`src/rtl/mem_arbiter_if.sv`:
```
// Two-client request/response bus plus the single-port memory strobes the arbiter drives.
// "slave" is the arbiter side; "master" is the clients-plus-memory side.
interface mem_arbiter_if;
    logic [1:0]       req_valid;
    logic [1:0]       req_ready;
    logic [1:0]       req_we;
    logic [1:0][31:0] req_addr;
    logic [1:0][31:0] req_wdata;
    logic [1:0]       resp_valid;
    logic [1:0]       resp_ready;
    logic [1:0][31:0] resp_rdata;
    logic [1:0]       resp_err;
    logic             mem_read_en;
    logic [31:0]      mem_read_addr;
    logic [31:0]      mem_read_data;
    logic             mem_write_en;
    logic [31:0]      mem_write_addr;
    logic [31:0]      mem_write_data;

    modport slave (
        input  req_valid, req_we, req_addr, req_wdata, resp_ready, mem_read_data,
        output req_ready, resp_valid, resp_rdata, resp_err,
               mem_read_en, mem_read_addr, mem_write_en, mem_write_addr, mem_write_data
    );

    modport master (
        output req_valid, req_we, req_addr, req_wdata, resp_ready, mem_read_data,
        input  req_ready, resp_valid, resp_rdata, resp_err,
               mem_read_en, mem_read_addr, mem_write_en, mem_write_addr, mem_write_data
    );
endinterface

```
`src/rtl/mem_arbiter.sv`:
```
// Round-robin arbiter granting two clients access to one memory with a 1-cycle registered read.
// Reads return through a per-client response register two cycles after acceptance.
module mem_arbiter #(
    parameter int unsigned MEM_WORDS = 65536
) (
    input  logic         clk,
    input  logic         rst,
    mem_arbiter_if.slave bus
);
    logic [1:0]       in_range;
    logic [1:0]       elig;
    logic [1:0]       grant;
    logic             sel;
    logic             acc_any;
    logic             wr_en;
    logic             rd_en;

    logic [1:0]       inflight_q, inflight_d;
    logic [1:0]       oor_q, oor_d;
    logic             last_q, last_d;
    logic [1:0]       resp_valid_q, resp_valid_d;
    logic [1:0][31:0] resp_rdata_q, resp_rdata_d;
    logic [1:0]       resp_err_q, resp_err_d;

    // A read may only be taken when its response slot will be free by capture time.
    generate
        for (genvar gi = 0; gi < 2; gi++) begin : g_client
            assign in_range[gi] = bus.req_addr[gi] < MEM_WORDS;
            assign elig[gi] = !rst && bus.req_valid[gi] &&
                              (bus.req_we[gi] ||
                               (!inflight_q[gi] && (!resp_valid_q[gi] || bus.resp_ready[gi])));
        end
    endgenerate

    always_comb begin
        grant = elig;
        if (elig == 2'b11) begin
            grant = last_q ? 2'b01 : 2'b10;
        end
    end

    assign sel     = grant[1];
    assign acc_any = |grant;
    assign wr_en   = acc_any &  bus.req_we[sel] & in_range[sel];
    assign rd_en   = acc_any & ~bus.req_we[sel] & in_range[sel];

    assign bus.req_ready      = grant;
    assign bus.mem_write_en   = wr_en;
    assign bus.mem_write_addr = wr_en ? bus.req_addr[sel]  : 32'h0;
    assign bus.mem_write_data = wr_en ? bus.req_wdata[sel] : 32'h0;
    assign bus.mem_read_en    = rd_en;
    assign bus.mem_read_addr  = rd_en ? bus.req_addr[sel]  : 32'h0;

    assign bus.resp_valid = resp_valid_q;
    assign bus.resp_rdata = resp_rdata_q;
    assign bus.resp_err   = resp_err_q;

    always_comb begin
        inflight_d   = grant & ~bus.req_we;
        oor_d        = ~in_range;
        last_d       = acc_any ? grant[1] : last_q;
        resp_valid_d = resp_valid_q;
        resp_rdata_d = resp_rdata_q;
        resp_err_d   = resp_err_q;
        for (int i = 0; i < 2; i++) begin
            // A capture landing on the consume edge keeps the slot valid.
            if (inflight_q[i]) begin
                resp_valid_d[i] = 1'b1;
                resp_rdata_d[i] = oor_q[i] ? 32'h0 : bus.mem_read_data;
                resp_err_d[i]   = oor_q[i];
            end else if (bus.resp_ready[i]) begin
                resp_valid_d[i] = 1'b0;
            end
        end
    end

    always_ff @(posedge clk) begin
        if (rst) begin
            inflight_q   <= '0;
            oor_q        <= '0;
            last_q       <= 1'b1;
            resp_valid_q <= '0;
            resp_rdata_q <= '0;
            resp_err_q   <= '0;
        end else begin
            inflight_q   <= inflight_d;
            oor_q        <= oor_d;
            last_q       <= last_d;
            resp_valid_q <= resp_valid_d;
            resp_rdata_q <= resp_rdata_d;
            resp_err_q   <= resp_err_d;
        end
    end
endmodule

```
`src/flat_wrapper.sv`:
```
// flat-port wrapper written by rule: the top's interface ports become plain ports
module mem_arbiter_flat 
#(
    parameter int unsigned MEM_WORDS = 65536
)
  (clk, rst, bus_req_valid, bus_req_we, bus_req_addr, bus_req_wdata, bus_resp_ready, bus_mem_read_data, bus_req_ready, bus_resp_valid, bus_resp_rdata, bus_resp_err, bus_mem_read_en, bus_mem_read_addr, bus_mem_write_en, bus_mem_write_addr, bus_mem_write_data);
  mem_arbiter_if bus_i ();
  input  logic clk;
  input  logic rst;
  input wire logic [$bits(bus_i.req_valid)-1:0] bus_req_valid;
  input wire logic [$bits(bus_i.req_we)-1:0] bus_req_we;
  input wire logic [$bits(bus_i.req_addr)-1:0] bus_req_addr;
  input wire logic [$bits(bus_i.req_wdata)-1:0] bus_req_wdata;
  input wire logic [$bits(bus_i.resp_ready)-1:0] bus_resp_ready;
  input wire logic [$bits(bus_i.mem_read_data)-1:0] bus_mem_read_data;
  output wire logic [$bits(bus_i.req_ready)-1:0] bus_req_ready;
  output wire logic [$bits(bus_i.resp_valid)-1:0] bus_resp_valid;
  output wire logic [$bits(bus_i.resp_rdata)-1:0] bus_resp_rdata;
  output wire logic [$bits(bus_i.resp_err)-1:0] bus_resp_err;
  output wire logic [$bits(bus_i.mem_read_en)-1:0] bus_mem_read_en;
  output wire logic [$bits(bus_i.mem_read_addr)-1:0] bus_mem_read_addr;
  output wire logic [$bits(bus_i.mem_write_en)-1:0] bus_mem_write_en;
  output wire logic [$bits(bus_i.mem_write_addr)-1:0] bus_mem_write_addr;
  output wire logic [$bits(bus_i.mem_write_data)-1:0] bus_mem_write_data;
  assign bus_i.req_valid = bus_req_valid;
  assign bus_i.req_we = bus_req_we;
  assign bus_i.req_addr = bus_req_addr;
  assign bus_i.req_wdata = bus_req_wdata;
  assign bus_i.resp_ready = bus_resp_ready;
  assign bus_i.mem_read_data = bus_mem_read_data;
  assign bus_req_ready = bus_i.req_ready;
  assign bus_resp_valid = bus_i.resp_valid;
  assign bus_resp_rdata = bus_i.resp_rdata;
  assign bus_resp_err = bus_i.resp_err;
  assign bus_mem_read_en = bus_i.mem_read_en;
  assign bus_mem_read_addr = bus_i.mem_read_addr;
  assign bus_mem_write_en = bus_i.mem_write_en;
  assign bus_mem_write_addr = bus_i.mem_write_addr;
  assign bus_mem_write_data = bus_i.mem_write_data;
  mem_arbiter #(.MEM_WORDS(MEM_WORDS)) u_core (.clk(clk), .rst(rst), .bus(bus_i));
endmodule
```
`config.mk`:
```
export PLATFORM = sky130hd
export DESIGN_NAME = mem_arbiter_flat
export DESIGN_NICKNAME = d
export VERILOG_FILES = /design/src/rtl/mem_arbiter_if.sv /design/src/rtl/mem_arbiter.sv /design/src/flat_wrapper.sv
export SDC_FILE = /design/constraint.sdc
export NUM_CORES = 1
export LEC_CHECK = 0
export CORE_AREA = 3 3 130 132
export DETAILED_ROUTE_END_ITERATION = 6
export DIE_AREA = 0 0 133 135
export PLACE_DENSITY = 0.76
export SYNTH_ARGS = -nofsm -noshare
export SYNTH_HDL_FRONTEND = slang
export SYNTH_SLANG_ARGS = --single-unit
export TNS_END_PERCENT = 30
```
`constraint.sdc`:
```
create_clock -name clk -period 1.9 [get_ports clk]
set_input_delay 0.19 -clock clk [delete_from_list [all_inputs] [get_ports clk]]
set_output_delay 0.19 -clock clk [all_outputs]
set_load 0.05 [all_outputs]
```
Word-level counts from Yosys, hierarchy flattened:

Index checks and enable logic that the tools add are counted.

* bits in registers: 73
* input bits: 168
* output and inout port bits: 168

* $lt $le $gt $ge: 3
* equality and inequality tests: 1
* mux-type cells: 19
* bitwise operators: 8
* reduce and logical (&&, ||, !) cells: 18

Operator list (number)
* $mux 32: 9
* $lt 32x17->1 const B: 2
* $mux 1: 8
* $logic_and 1x1->1: 6
* $logic_not 1->1: 5
* $and 1x1->1: 4
* $logic_or 1x1->1: 4
* $mux 2: 2
* $not 2->2: 2
* $reduce_bool 2->1: 2
* $and 2x2->2: 1
* $eq 2x2->1 const B: 1
* $lt 1x2->1 const B: 1
* $reduce_or 2->1: 1
* $not 1->1: 1

Depth between registers and ports, before layout:

* depth after elaboration: 13
* mapped depth: 7
* mapped depth without buffers: 4

Worst setup path after synthesis:

Ideal clock, no wire load.

* path kind: flip-flop to output port
* from: register u_core.resp_valid_q[1], in the netlist u_core.bus.resp_valid[1]
* to: output bus_mem_read_addr[10]
* arrival: 2.406 ns
* path slack: -0.696 ns
* stages on the path, launching flop included: 7
* path buffers: 2
* path through: dfxtp_1 or3b_1 and4_1 buf_6 nor4_4 buf_4 a32o_1

* word-level cells in the longest chain between the ends: 13
* elaborated cells on any way between the ends: 18

Ends and longest elaborated chain
* from (decl): line mem_arbiter.sv:21 `logic [1:0] resp_valid_q, resp_valid_d;`
* from (signal assigned): line mem_arbiter.sv:89 `resp_valid_q <= resp_valid_d;`
* $logic_not 1->1 (*): line mem_arbiter.sv:31 `(!inflight_q[gi] && (!resp_valid_q[gi] || bus.resp_ready[gi])));`
* $logic_or 1x1->1 (*): line mem_arbiter.sv:31
* $logic_and 1x1->1 (*): line mem_arbiter.sv:31
* $logic_or 1x1->1 (*): line mem_arbiter.sv:30 `(bus.req_we[gi] ||`
* $logic_and 1x1->1 (*): line mem_arbiter.sv:29 `assign elig[gi] = !rst && bus.req_valid[gi] &&`
* $eq 2x2->1: line mem_arbiter.sv:37 `if (elig == 2'b11) begin`
* $mux 2 (*): line mem_arbiter.sv:37
* $mux 1 (implied by the code) (2 in a row): line mem_arbiter.sv:45 `assign rd_en = acc_any & ~bus.req_we[sel] & in_range[sel];`
* $not 1->1: line mem_arbiter.sv:45
* $and 1x1->1 (2 in a row): line mem_arbiter.sv:45
* $mux 32 (*): line mem_arbiter.sv:52 `assign bus.mem_read_addr = rd_en ? bus.req_addr[sel] : 32'h0;`
* to (decl): line flat_wrapper.sv:21 `output wire logic [$bits(bus_i.mem_read_addr)-1:0] bus_mem_read_addr;`

Every way passes the cells marked *; elsewhere a longest branch is shown, timed or not. The select of a mux whose other input is x is not followed.

Worst setup path in the final report:

* from: register u_core.resp_valid_q[1], in the netlist u_core.bus.resp_valid[1]
* to: output bus_mem_write_data[7]

* word-level cells in the longest chain between the ends: 12
* elaborated cells on any way between the ends: 17

Ends and longest elaborated chain
* $logic_not 1->1 (*): line mem_arbiter.sv:31
* $logic_or 1x1->1 (*): line mem_arbiter.sv:31
* $logic_and 1x1->1 (*): line mem_arbiter.sv:31
* $logic_or 1x1->1 (*): line mem_arbiter.sv:30
* $logic_and 1x1->1 (*): line mem_arbiter.sv:29
* $eq 2x2->1: line mem_arbiter.sv:37
* $mux 2 (*): line mem_arbiter.sv:37
* $mux 1 (implied by the code) (2 in a row): line mem_arbiter.sv:44 `assign wr_en = acc_any & bus.req_we[sel] & in_range[sel];`
* $and 1x1->1 (2 in a row): line mem_arbiter.sv:44
* $mux 32 (*): line mem_arbiter.sv:50 `assign bus.mem_write_data = wr_en ? bus.req_wdata[sel] : 32'h0;`
* to (decl): line flat_wrapper.sv:24 `output wire logic [$bits(bus_i.mem_write_data)-1:0] bus_mem_write_data;`

Marks and branches as above.

==> impl_metrics.py <==
metrics = {
    "clocking": {
        "clkTransAtPathRegs_ns": 0.06,
        "clockBufferDepth": 2,
        "cts_tree": "yes",
        "root_buffer": "clkbuf_16",
        "cts_buffers": 9,
        "htree_levels": 3,
        "cts.sinks": 73,
        "clkLatencyLatePin_ns": 0.33,
    },
    "power": {
        "vdd_ir_drop_max_uv": 338,
        "power.leakage_nw": 3.76,
        "powerDensity_mw_per_mm2": 479,
    },
    "setup_path": {
        "crit_family": "buffers and inverters",
        "worstPathArrival_ns": 2.26,
        "critPathMaxFanout": 7,
        "worstPathCellList": "or3b_4 -> nand4b_1 -> buf_4 -> nor4_4 -> buf_6 -> buf_6 -> buf_12 -> a32o_2 -> buf_12",
        "critPathBufInv": 5,
        "cp-end-kind": "output port",
        "cpPeakStageDelay_ns": 0.33,
        "cp-start-kind": "register",
        "required_ns": 1.71,
        "critPathSlowestCell": "dfxtp_4",
        "critPathKind": "register to output port",
    },
    "drt": {
        "drtIter0Drc": 141,
        "avgRoutedWirePerCell_um": 20.1,
        "ant_nets": 0,
        "vias": 4674,
        "finalWirelength_um": 20100,
        "viasPerCell": 4.68,
        "drc_errors": 0,
        "first_pass_iters": 4,
    },
    "logic_synthesis": {
        "netlist_area_mm2": 0.00383,
        "syn_inst": 451,
        "ys_seq_elements": 73,
        "ys_seq_area_frac": 0.382,
        "synth-edff-count": 0,
        "synth-main-ff-cell": "dfxtp_1",
        "ys_async_sr_fraction": 0,
        "yosysUniqueCellTypes": 28,
        "synth_area_per_cell_um2": 8.49,
        "yosysWarnings": 0,
    },
    "timing": {
        "hold_viol": 0,
        "skew_ns": 0.00493,
        "layout_setup_ws_ns": -0.549,
        "finalSetupViolations": 68,
        "max_freq_mhz": 408,
        "report.final.slew_viol_count": 0,
        "rsz0062_at_grt": "true",
        "worst_slew_pin_slew_ns": 0.755,
        "hold_ws_ns": 0.202,
        "period_needed_ns": 2.45,
        "relSlewSlack": 0.497,
        "finalCritPeriodShare": 1.29,
    },
    "floorplanning": {
        "die_h_um": 135,
        "design.core.area_mm2": 0.0158,
        "start_util": 0.242,
        "chipWidth_um": 133,
        "die-area_mm2": 0.0180,
        "rows": 46,
        "ios": 336,
    },
    "grt": {
        "track_usage": 0.209,
        "antenna_found_initial": 6,
        "grt_pass1_vias": 4889,
        "grt_pass1_wl_um": 28900,
        "grt_start_max_net_pins": 72,
        "grt.overflow.total": 0,
    },
    "layout": {
        "mostFrequentLayoutCell": "clkdlybuf4s50_1",
        "layout.nets": 939,
        "fin_cells": 998,
        "final_cell_area_mm2": 0.00877,
        "final_cell_mix": "clkdlybuf4s50_1, buf_12, dfxtp_1, nor2_1, nor2b_1",
        "syn_to_final_growth_pct": 129,
        "drive_gt1_frac": 0.289,
    },
    "worst_hold_path": {
        "holdCritPathClass": "input port to register",
    },
    "run": {
        "cap_violations": 0,
    },
    "placement": {
        "post_dp_cell_area_mm2": 0.00792,
        "place_congestion": 0.824,
        "place_hpwl_um": 14400,
        "dp.cells": 953,
        "io_buffers": 303,
    },
    "run_status": {
        "status": "finished, violations left",
        "violations": "setup timing",
    },
}
## kinds of logic (layout without fill, tap and decap cells)
| logic type | Yosys count | in the layout | synth area share |
|---|---|---|---|
| simple gates | 165 | 165 | 0.242 |
| compound gates | 131 | 131 | 0.251 |
| buf+inv | 79 | 373 | 0.119 |
| mux | 2 | 2 | 0.00523 |
| other cells | 1 | 38 | 0.000980 |
| flops | 73 | 73 | 0.382 |
## synth_stat cells (2+ instances only)
cell type / instances / share of area
or2_1: 3 / 0.0049
clkbuf_1: 25 / 0.025
nor4_4: 2 / 0.011
buf_4: 34 / 0.067
inv_2: 2 / 0.0020
nor4_1: 8 / 0.013
nor4_2: 3 / 0.0098
buf_2: 12 / 0.016
nand4_1: 2 / 0.0033
inv_1: 4 / 0.0039
a32o_1: 50 / 0.13
dfxtp_1: 73 / 0.38
mux2i_1: 2 / 0.0052
nor2_1: 70 / 0.069
a22o_1: 14 / 0.032
a21oi_1: 66 / 0.086
nor2b_1: 69 / 0.11
buf_6: 2 / 0.0059
## state kept, by name, indices dropped and copies added (netlist names)
| register | count |
|---|---|
| u_core.bus.resp_err | 2 |
| u_core.bus.resp_rdata | 64 |
| u_core.bus.resp_valid | 2 |
| u_core.inflight_q | 2 |
| u_core.last_q | 1 |
| u_core.oor_q | 2 |
## metrics by stage
stage	TNS, ns	power (mW)	setup slack [ns]	utilization
after floorplan	-16.30	2.05	-0.327	-
after global placement	-40.09	2.52	-0.709	0.500
after detailed placement	-41.05	2.53	-0.721	0.500
after CTS	-33.28	4.23	-0.572	0.547
after global routing	-34.05	4.38	-0.598	0.554
final	-29.48	4.20	-0.549	0.554
## repair_timing
item	in CTS	in global routing
setup endpoints to repair	68	68
hold buffers	0	0
gates cloned	9	3
pin swaps	51	14
resized for setup	55	17
buffers inserted	11	2
## final timing paths
kind / to / cells after the start / from / slack (ns)
max: bus_mem_write_data[7] / 9 / u_core.bus.resp_valid[1]$_SDFFE_PP0P_ / -0.55
min: u_core.inflight_q[1]$_SDFF_PP0_ / 3 / bus_req_we[1] / 0.20
max reg2reg: u_core.bus.resp_rdata[36]$_SDFFE_PP0P_ / 5 / u_core.inflight_q[1]$_SDFF_PP0_ / 0.38
min reg2reg: u_core.last_q$_SDFFE_PP1P_ / 1 / u_core.last_q$_SDFFE_PP1P_ / 0.47
## power by group
group / switching (mW) / internal [mW]
Combinational: 0.508 / 0.437
Clock: 0.639 / 1.04
Sequential: 0.0158 / 1.56
## worst reg2reg max path: stages, from the launching register on
cell and delay, ns:
dfxtp_1 0.34, buf_4 0.39, nor2b_2 0.27, buf_4 0.26, a21oi_1 0.11, nor2_1 0.09
## layout make-up
cell class / count / area (um2)
fillers: 1382 / 7060
repair buffers: 351 / 4390
multi-input cells: 330 / 2300
flip-flops and latches: 73 / 1470
clock buffers: 13 / 282
well taps: 216 / 270
inverters: 6 / 22.5
clock inverters: 3 / 21.3
diodes: 6 / 15.0
## routing by layer
layer / GRT usage / share of wire
met5: 0 / 0
met4: 0.109 / 0.044
met3: 0.0686 / 0.081
met2: 0.388 / 0.53
met1: 0.208 / 0.34
Power figures use the tool's default switching activity.
